==> src/rtl/cordic_pkg.sv <==
// rtl/cordic_pkg.sv - shared float field constants and float_packer stage-register types
package cordic_pkg;

    localparam int FLOAT_BIAS = 127;
    localparam int EXP_W      = 8;
    localparam int MANT_W     = 23;

    typedef struct packed {
        logic              sign;
        logic [EXP_W-1:0]  exp;
        logic [MANT_W-1:0] mant;
    } float_t;

    typedef struct packed {
        logic        sign;
        logic [31:0] mag;
    } s1_t;

    // Guard and sticky bits are only carried when rounding is built in.
    typedef struct packed {
        logic              sign;
        logic              zero;
        logic [4:0]        pos;
        logic [MANT_W-1:0] mant;
`ifdef PACKER_ROUND_EN
        logic              guard;
        logic              sticky;
`endif
    } s2_t;

endpackage

==> src/rtl/lzc32.sv <==
// rtl/lzc32.sv - combinational leading-one index and zero flag of a 32-bit word
module lzc32 (
    input  logic [31:0] data,
    output logic [4:0]  pos,
    output logic        zero
);

    always_comb begin
        pos = '0;
        for (int i = 0; i < 32; i++) begin
            if (data[i]) begin
                pos = 5'(i);
            end
        end
        zero = (data == 32'd0);
    end

endmodule

==> src/rtl/float_packer.sv <==
// rtl/float_packer.sv - 3-stage fixed-point to IEEE-754 single packer; PACKER_ROUND_EN selects RNE over truncation
module float_packer
    import cordic_pkg::*;
#(
    parameter int FRACTIONAL_BITS = 29,
    parameter bit SIGNED          = 1'b1
) (
    input  logic        clk,
    input  logic        reset,
    input  logic        in_valid,
    output logic        in_ready,
    input  logic [31:0] in_data,
    output logic        out_valid,
    input  logic        out_ready,
    output logic [31:0] out_data
);

    logic s1_valid;
    logic s2_valid;
    s1_t  s1_q;
    s1_t  s1_d;
    s2_t  s2_q;
    s2_t  s2_d;
    logic s1_en;
    logic s2_en;
    logic s3_en;

    // A stage may load whenever it is empty or its content moves on this edge.
    assign s3_en    = !out_valid || out_ready;
    assign s2_en    = !s2_valid || s3_en;
    assign s1_en    = !s1_valid || s2_en;
    assign in_ready = s1_en;

    always_comb begin
        s1_d.sign = SIGNED ? in_data[31] : 1'b0;
        s1_d.mag  = s1_d.sign ? (~in_data + 32'd1) : in_data;
    end

    logic [4:0]  lz_pos;
    logic        lz_zero;
    logic [31:0] shifted;

    lzc32 u_lzc (
        .data (s1_q.mag),
        .pos  (lz_pos),
        .zero (lz_zero)
    );

    always_comb begin
        shifted     = s1_q.mag << (5'd31 - lz_pos);
        s2_d.sign   = s1_q.sign;
        s2_d.zero   = lz_zero;
        s2_d.pos    = lz_pos;
        s2_d.mant   = 23'(shifted >> 8);
`ifdef PACKER_ROUND_EN
        s2_d.guard  = shifted[7];
        s2_d.sticky = |shifted[6:0];
`endif
    end

    logic [8:0]        exp9;
    logic [MANT_W-1:0] mant_o;
    float_t            pack;
`ifdef PACKER_ROUND_EN
    logic              inc;
    logic [MANT_W:0]   mant_sum;
`endif

    always_comb begin
        exp9 = 9'(FLOAT_BIAS) + 9'(s2_q.pos) - 9'(FRACTIONAL_BITS);
`ifdef PACKER_ROUND_EN
        inc      = s2_q.guard && (s2_q.sticky || s2_q.mant[0]);
        mant_sum = {1'b0, s2_q.mant} + {{MANT_W{1'b0}}, inc};
        // A carry out of the mantissa leaves it all-zero and bumps the exponent.
        if (mant_sum[MANT_W]) begin
            exp9 = exp9 + 9'd1;
        end
        mant_o = mant_sum[MANT_W-1:0];
`else
        mant_o = s2_q.mant;
`endif
        pack.sign = s2_q.sign;
        pack.exp  = 8'(exp9);
        pack.mant = mant_o;
        if (s2_q.zero) begin
            pack = '0;
        end
    end

    always_ff @(posedge clk or posedge reset) begin
        if (reset) begin
            s1_valid  <= 1'b0;
            s1_q      <= '0;
            s2_valid  <= 1'b0;
            s2_q      <= '0;
            out_valid <= 1'b0;
            out_data  <= '0;
        end else begin
            if (s1_en) begin
                s1_valid <= in_valid;
                if (in_valid) begin
                    s1_q <= s1_d;
                end
            end
            if (s2_en) begin
                s2_valid <= s1_valid;
                if (s1_valid) begin
                    s2_q <= s2_d;
                end
            end
            if (s3_en) begin
                out_valid <= s2_valid;
                if (s2_valid) begin
                    out_data <= pack;
                end
            end
        end
    end

endmodule

==> config.mk <==
export PLATFORM = sky130hd
export DESIGN_NAME = float_packer
export DESIGN_NICKNAME = d
export VERILOG_FILES = /design/src/rtl/cordic_pkg.sv /design/src/rtl/lzc32.sv /design/src/rtl/float_packer.sv
export SDC_FILE = /design/constraint.sdc
export NUM_CORES = 1
export LEC_CHECK = 0
export CAP_MARGIN = 5
export CELL_PAD_IN_SITES_DETAIL_PLACEMENT = 0
export CELL_PAD_IN_SITES_GLOBAL_PLACEMENT = 1
export CORE_UTILIZATION = 44
export DETAILED_ROUTE_END_ITERATION = 6
export PLACE_DENSITY_LB_ADDON = 0.1
export SETUP_SLACK_MARGIN = 0.4
export SYNTH_ARGS = -nofsm -noshare
export SYNTH_HDL_FRONTEND = slang
export SYNTH_HIERARCHICAL = 1
export SYNTH_SLANG_ARGS = --single-unit
==> constraint.sdc <==
create_clock -name clk -period 4.3 [get_ports clk]
set_input_delay 0.43 -clock clk [delete_from_list [all_inputs] [get_ports clk]]
set_output_delay 0.43 -clock clk [all_outputs]
set_load 0.05 [all_outputs]
Word level (Yosys, flattened, before mapping)
Index checks and enable logic that the tools add are counted.
{"block": "op_classes", "n_addsub": 4, "n_bitwise": 1, "n_mux": 33, "shifts": 1, "n_reduce_logical": 10}
{"cell": "2-to-1 mux 5 bit", "count": 16}
{"cell": "2-to-1 mux 32 bit", "count": 2}
{"cell": "adder 32 x 1 -> 32 bit, second input constant", "count": 1}
{"cell": "zero test 32 bit", "count": 1}
{"cell": "2-to-1 mux 4 bit", "count": 8}
{"cell": "NOT 32 bit", "count": 1}
{"cell": "left shift 32 x 5 -> 31 bit", "count": 1}
{"cell": "2-to-1 mux 3 bit", "count": 4}
{"cell": "adder 7 x 5 -> 8 bit, first input constant", "count": 1}
{"cell": "subtractor 8 x 5 -> 8 bit, second input constant", "count": 1}
{"cell": "AND reduction 2 bit", "count": 3}
{"cell": "subtractor 5 bit, first input constant", "count": 1}
{"cell": "2-to-1 mux 2 bit", "count": 2}
{"cell": "zero test 1 bit", "count": 3}
{"cell": "logical OR 1 bit", "count": 3}
{"cell": "2-to-1 mux 1 bit", "count": 1}
{"block": "word_totals", "register_bits": 98, "in_bits": 36, "out_inout_bits": 34}

Logic depth before layout (Yosys ltp)
{"block": "logic_depth", "word_depth": 33, "mapped_depth": 14}

Modules after synthesis
The synthesis kept the hierarchy.
{"module": "float_packer", "seq_area_each_um2": 2452.4, "area_each_um2": 6108.4, "cells_each": 638, "n_inst": 1}
{"module": "lzc32", "seq_area_each_um2": 0.0, "area_each_um2": 334.1, "cells_each": 65, "n_inst": 1}

Worst setup path after synthesis
No wires, ideal clock.
{"block": "synth_timing", "path_kind": "flip-flop to flip-flop", "from": "register s1_q[14] in the netlist's numbering", "to": "register s2_q (netlist bit mant_o[13])", "setup_time_ns": 0.126, "arrival_time_ns": 3.046, "t_required_ns": 4.174, "n_path_buf": 3, "path_stages_with_launch": 11, "slack_ns": 1.128, "path_cell_list": "dfrtp_1 -> or3_1 -> a221o_1 -> a21oi_1 -> o221ai_1 -> a21oi_1 -> buf_2 -> buf_1 -> buf_1 -> mux2_2 -> a221o_1"}
{"block": "synth_between", "elab_chain_len": 20}
{"item": "start: declaration", "line_no": "float_packer.sv:20", "rtl": "s1_t s1_q;"}
{"item": "start signal: assignment", "line_no": "float_packer.sv:93", "rtl": "s1_q <= '0;"}
{"item": "start signal: assignment", "line_no": "float_packer.sv:102", "rtl": "s1_q <= s1_d;"}
{"item": "2-to-1 mux 4 bit (2 in a row)", "line_no": "lzc32.sv:11", "rtl": "if (data[i]) begin"}
{"item": "2-to-1 mux 5 bit (16 in a row)", "line_no": "lzc32.sv:11"}
{"item": "via lz_pos[0]", "line_no": "float_packer.sv:39", "rtl": "logic [4:0] lz_pos;"}
{"item": "subtractor 5 bit", "line_no": "float_packer.sv:50", "rtl": "shifted = s1_q.mag << (5'd31 - lz_pos);"}
{"item": "left shift 32 x 5 -> 31 bit", "line_no": "float_packer.sv:50"}
{"item": "end signal: assignment", "line_no": "float_packer.sv:95", "rtl": "s2_q <= '0;"}
{"item": "end signal: assignment", "line_no": "float_packer.sv:108", "rtl": "s2_q <= s2_d;"}
{"item": "end: declaration", "line_no": "float_packer.sv:22", "rtl": "s2_t s2_q;"}
The timed path passes the listed nets, and every way through them passes these cells.
A chain may end at the register's enable or synchronous reset.

Worst setup path after layout
Ends and elaborated chain as after synthesis.

==> results by stage <==
Run status:
- The flow ran to the end, and the final reports show no timing, DRC or antenna violations.

Cells and area:
- The diode insertion count for antenna repair is 0.
- The synthesis-to-finish area growth is 17.5%.
- The final standard cell utilization of the core is 53.7%.
- The fraction of layout instances using a drive strength above 1 is a little over a tenth.
- After the last flow step, the layout net total stands at 784.
- Once layout is done, the placed cells without fillers occupy ~7600 um^2.

Setup path:
- The critical path is of the register to register type.
- The worst setup path startpoint is s1_q[14].
- STA classifies the critical path endpoint as a register.
- The launch point of the worst reg-to-reg path is s1_q[14].
- The data arrival time of the worst path is approximately 4000 ps.
- The startpoint type of the worst setup path is a register.
- The number of buffers and inverters on the critical path is 1.
- The number of cells on the worst reg-to-reg path is 10.
- The slack of the worst reg-to-reg path is 500 ps.
- STA puts the critical path data required time at 4540 ps.
- For this run, the slowest stage of the critical path takes between 500 and 600 ps.
- The standard cell with the maximum stage delay on the critical path is sky130_fd_sc_hd__dfrtp_1.
- The endpoint of the worst-slack reg-to-reg timing path is mant_o[13].
- Traced cell by cell, the critical path runs through or3_1 > a221o_1 > a21oi_1 > o221ai_1 > a21oi_4 > buf_4 > mux2_2 > a22oi_1 > o22ai_1 > a221o_1.
- The highest fanout seen on the critical path is 20.
- The cell repeated most along the worst path is sky130_fd_sc_hd__a221o_1.
- The cell family with the largest share of critical-path delay is compound AO/OA/AOI/OAI gates.

Routing:
- For this run, design rule violations remaining after detail routing come to 0.
- The detailed-route wire length per cell is around 18 um.
- The count of nets left with antenna violations once routing finished came out at 0.
- The routed via count divided by cell count is 5.76.
- Summed over all layers, the routed wires come to 16700 um.
- The via total after detailed routing is ~5.4k.
- The detailed-routing iteration count for the pre-antenna-repair pass is 5.
- The DRC violation total after the first TritonRoute iteration is 430.

Logic synthesis:
- Counting flops with an async set or reset pin after synthesis yields a share of 100%.
- The number of nets in the synthesized netlist is 741.
- For this run, the number of Yosys warnings is 6.
- Sorting the synthesized cells by area gives the leading types as sky130_fd_sc_hd__dfrtp_1, sky130_fd_sc_hd__nand2_1, sky130_fd_sc_hd__mux2i_1.
- The share of Yosys cell area claimed by the top area cell type is a little under two fifths.
- After synthesis, the mean cell area works out to 9.16 um^2.
- The count of state elements after synthesis is slightly below 100.
- The count of flip-flops with a built-in enable after synthesis is 0.
- The count of different cell masters after synthesis is 60.
- The most used flip-flop cell after synthesis is sky130_fd_sc_hd__dfrtp_1.
- The register area share after synthesis is 38.1%.
- The synthesized design spends more area on one cell type than any other, namely sky130_fd_sc_hd__dfrtp_1.
- Synthesis produced 703 cells.
- The combined area of all synthesized cells is 6440 um^2.

Timing:
- For the pin with the worst max-slew slack, the measured transition is approximately 880 ps.
- Setup repair after global routing left no endpoint under its margin.
- Clock skew on the completed layout was measured at just over 10 ps.
- The number of failing hold endpoints at the final stage is 0.
- The time the worst path needs with I/O delays and setup is 3800 ps.
- Headroom to the max-slew limit came out at 41.1%.
- The final cycle utilization of the critical path is 88.3%.
- For this run, the top clock speed supported by timing is 263 MHz.
- In the final timing run, aggregate negative setup slack is 0 ps.
- The worst hold margin is 440 ps.
- Setup violations remaining at the end of the flow were counted as 0.
- The total count of max-transition violations in the final report was 0.

Clock network:
- For this design, the sink count on the clock tree is 98.
- The number of setup buffers added after CTS is 0.
- TritonCTS created 9 clock buffers.
- No sink is reached through more buffers than the 2 on the longest clock path.
- The clock tree synthesis step divided the H-tree into 3 levels.
- The TritonCTS clock tree is yes.
- The number of cells upsized or downsized after cts is 0.
- The CTS root buffer is sky130_fd_sc_hd__clkbuf_16.
- Clock latency on the worst-skew pair, taken at its later pin, is 360 ps.
- The number of hold buffers added after CTS is 0.
- The clock transition time at the flip-flop clock pins of the worst setup and hold paths is 70 ps.

Place:
- Routability-driven placement finished with a final weighted congestion of a little over 0.9.
- Buffers placed on the I/O ports in this run total 69.
- After detailed placement, the total cell area comes to ~7300 um^2.
- The HPWL after detailed placement is 12300 um.

Die:
- The total area inside the core boundary comes to between 10000 and 15000 um^2.
- During I/O placement, the number of pins put on the boundary was 70.
- The die area is roughly 15000 um^2.
- The horizontal die dimension is 123 um.
- After floorplanning, the core was divided into between 40 and 50 placement rows.
- Once the floorplan was initialized, standard cells occupied 45.7% of the core.
- Measured along the y axis, the die boundary spans 123 um.

Hold path:
- The class of the most critical hold timing path is input port to asynchronous set/reset pin.

Global route:
- The initial antenna violation count is 0.
- The leftover overflow at the end of global routing is 0.
- Global routing consumed, over all layers together, 23.7% of the routing resources.
- The via count of the first global-routing pass was ~5.3k.
- The first global-routing pass estimated about 28000 um of wire.
- The maximum number of pins on one net before global-route repair is 66.

Power and ir drop:
- The worst vdd rail ir drop is 0.245 mV.
- The cell leakage power is around 3.2 nW.
- In this run the power density over the cells is 582 nW/um^2.

Run:
- Across the run, the number of max-cap violations was 0.
==> routing by layer <==
metal	wire (um)	share of wire [%]	vias to the layer above	track usage, %
li1	-	-	2637	-
met3	572	3.4	32	2.86
met4	601	3.6	0	12.4
met5	0	0	-	0
met1	7670	46	2554	31.1
met2	7800	47	141	38.5
==> sequential cells by signal, summed over array words and instances (netlist names) <==
| signal | count |
|---|---|
| mant_o | 23 |
| out_data | 32 |
| out_valid | 1 |
| s1_q | 33 |
| s1_valid | 1 |
| s2_q | 7 |
| s2_valid | 1 |
==> worst max-delay path by stage <==
stage | end | slack [ps] | cells after the start
floorplan | mant_o[13] | 1130 | 10
global placement | mant_o[13] | 610 | 10
detailed placement | mant_o[13] | 590 | 10
CTS | mant_o[13] | 570 | 10
global route | mant_o[13] | 450 | 10
finish | mant_o[13] | 500 | 10
==> cells in the mapped netlist, types with 12 or more instances <==
library cell,n
sky130_fd_sc_hd__o31ai_1,19
sky130_fd_sc_hd__xor2_1,29
sky130_fd_sc_hd__mux2_2,19
sky130_fd_sc_hd__mux2i_1,43
sky130_fd_sc_hd__clkbuf_1,30
sky130_fd_sc_hd__dfrtp_1,98
sky130_fd_sc_hd__nor4_1,12
sky130_fd_sc_hd__nor2_1,31
sky130_fd_sc_hd__a21oi_1,15
sky130_fd_sc_hd__nand3_1,16
sky130_fd_sc_hd__mux4_2,17
sky130_fd_sc_hd__o21ai_0,86
sky130_fd_sc_hd__nand2_1,117
sky130_fd_sc_hd__nand2b_1,34
==> power by group <==
part	switching, mW	internal (mW)	total, mW
registers	0.266	1.22	1.48
logic	1.25	0.840	2.09
clock network	0.372	0.457	0.829
total	1.89	2.52	4.41
==> cell type report <==
class	count	area (um^2)
Clock buffer	9	225
Sequential cell	98	2450
Multi-Input combinational cell	546	3760
Fill cell	1351	6530
Inverter	11	42.5
Clock inverter	7	76.3
Tap cell	180	225
Timing Repair Buffer	80	786
==> metrics by stage <==
stage | std cells | setup WS (ps) | total power [mW]
2_1_floorplan | 703 | 1130 | 2.93
3_3_place_gp | 915 | 610 | 3.57
3_5_place_dp | 915 | 590 | 3.60
4_1_cts | 931 | 567 | 4.44
5_1_grt | 931 | 455 | 4.70
6_report | 931 | 505 | 4.41
==> cells in the final DEF (no fill, tap or decap), drive strengths merged, types with 5 or more instances in the layout <==
cell,instances
o31ai,19
or4,6
nand2b,34
nand4,5
nand2,118
dfrtp,98
or3,5
nand3,16
o21ai,89
mux2i,43
inv,12
mux2,19
clkbuf,9
a22oi,8
nor2,31
xor2,29
a21oi,15
mux4,17
nor3,11
buf,11
nor2b,8
o41ai,9
nor4,12
clkdlybuf4s50,69
==> cells by family (layout without fill, tap and decap cells) <==
kind of cell    Yosys count  after routing  share of synthesized area [%]
compound gates          176            176                           18.2
xor+xnor                 31             31                           4.21
fa+ha+maj                 2              2                          0.388
buf+inv                  59            107                           3.88
flops                    98             98                           38.1
mux                      79             79                           15.9
simple gates            258            258                           19.3
No activity file was read; power rests on OpenSTA's default activity.
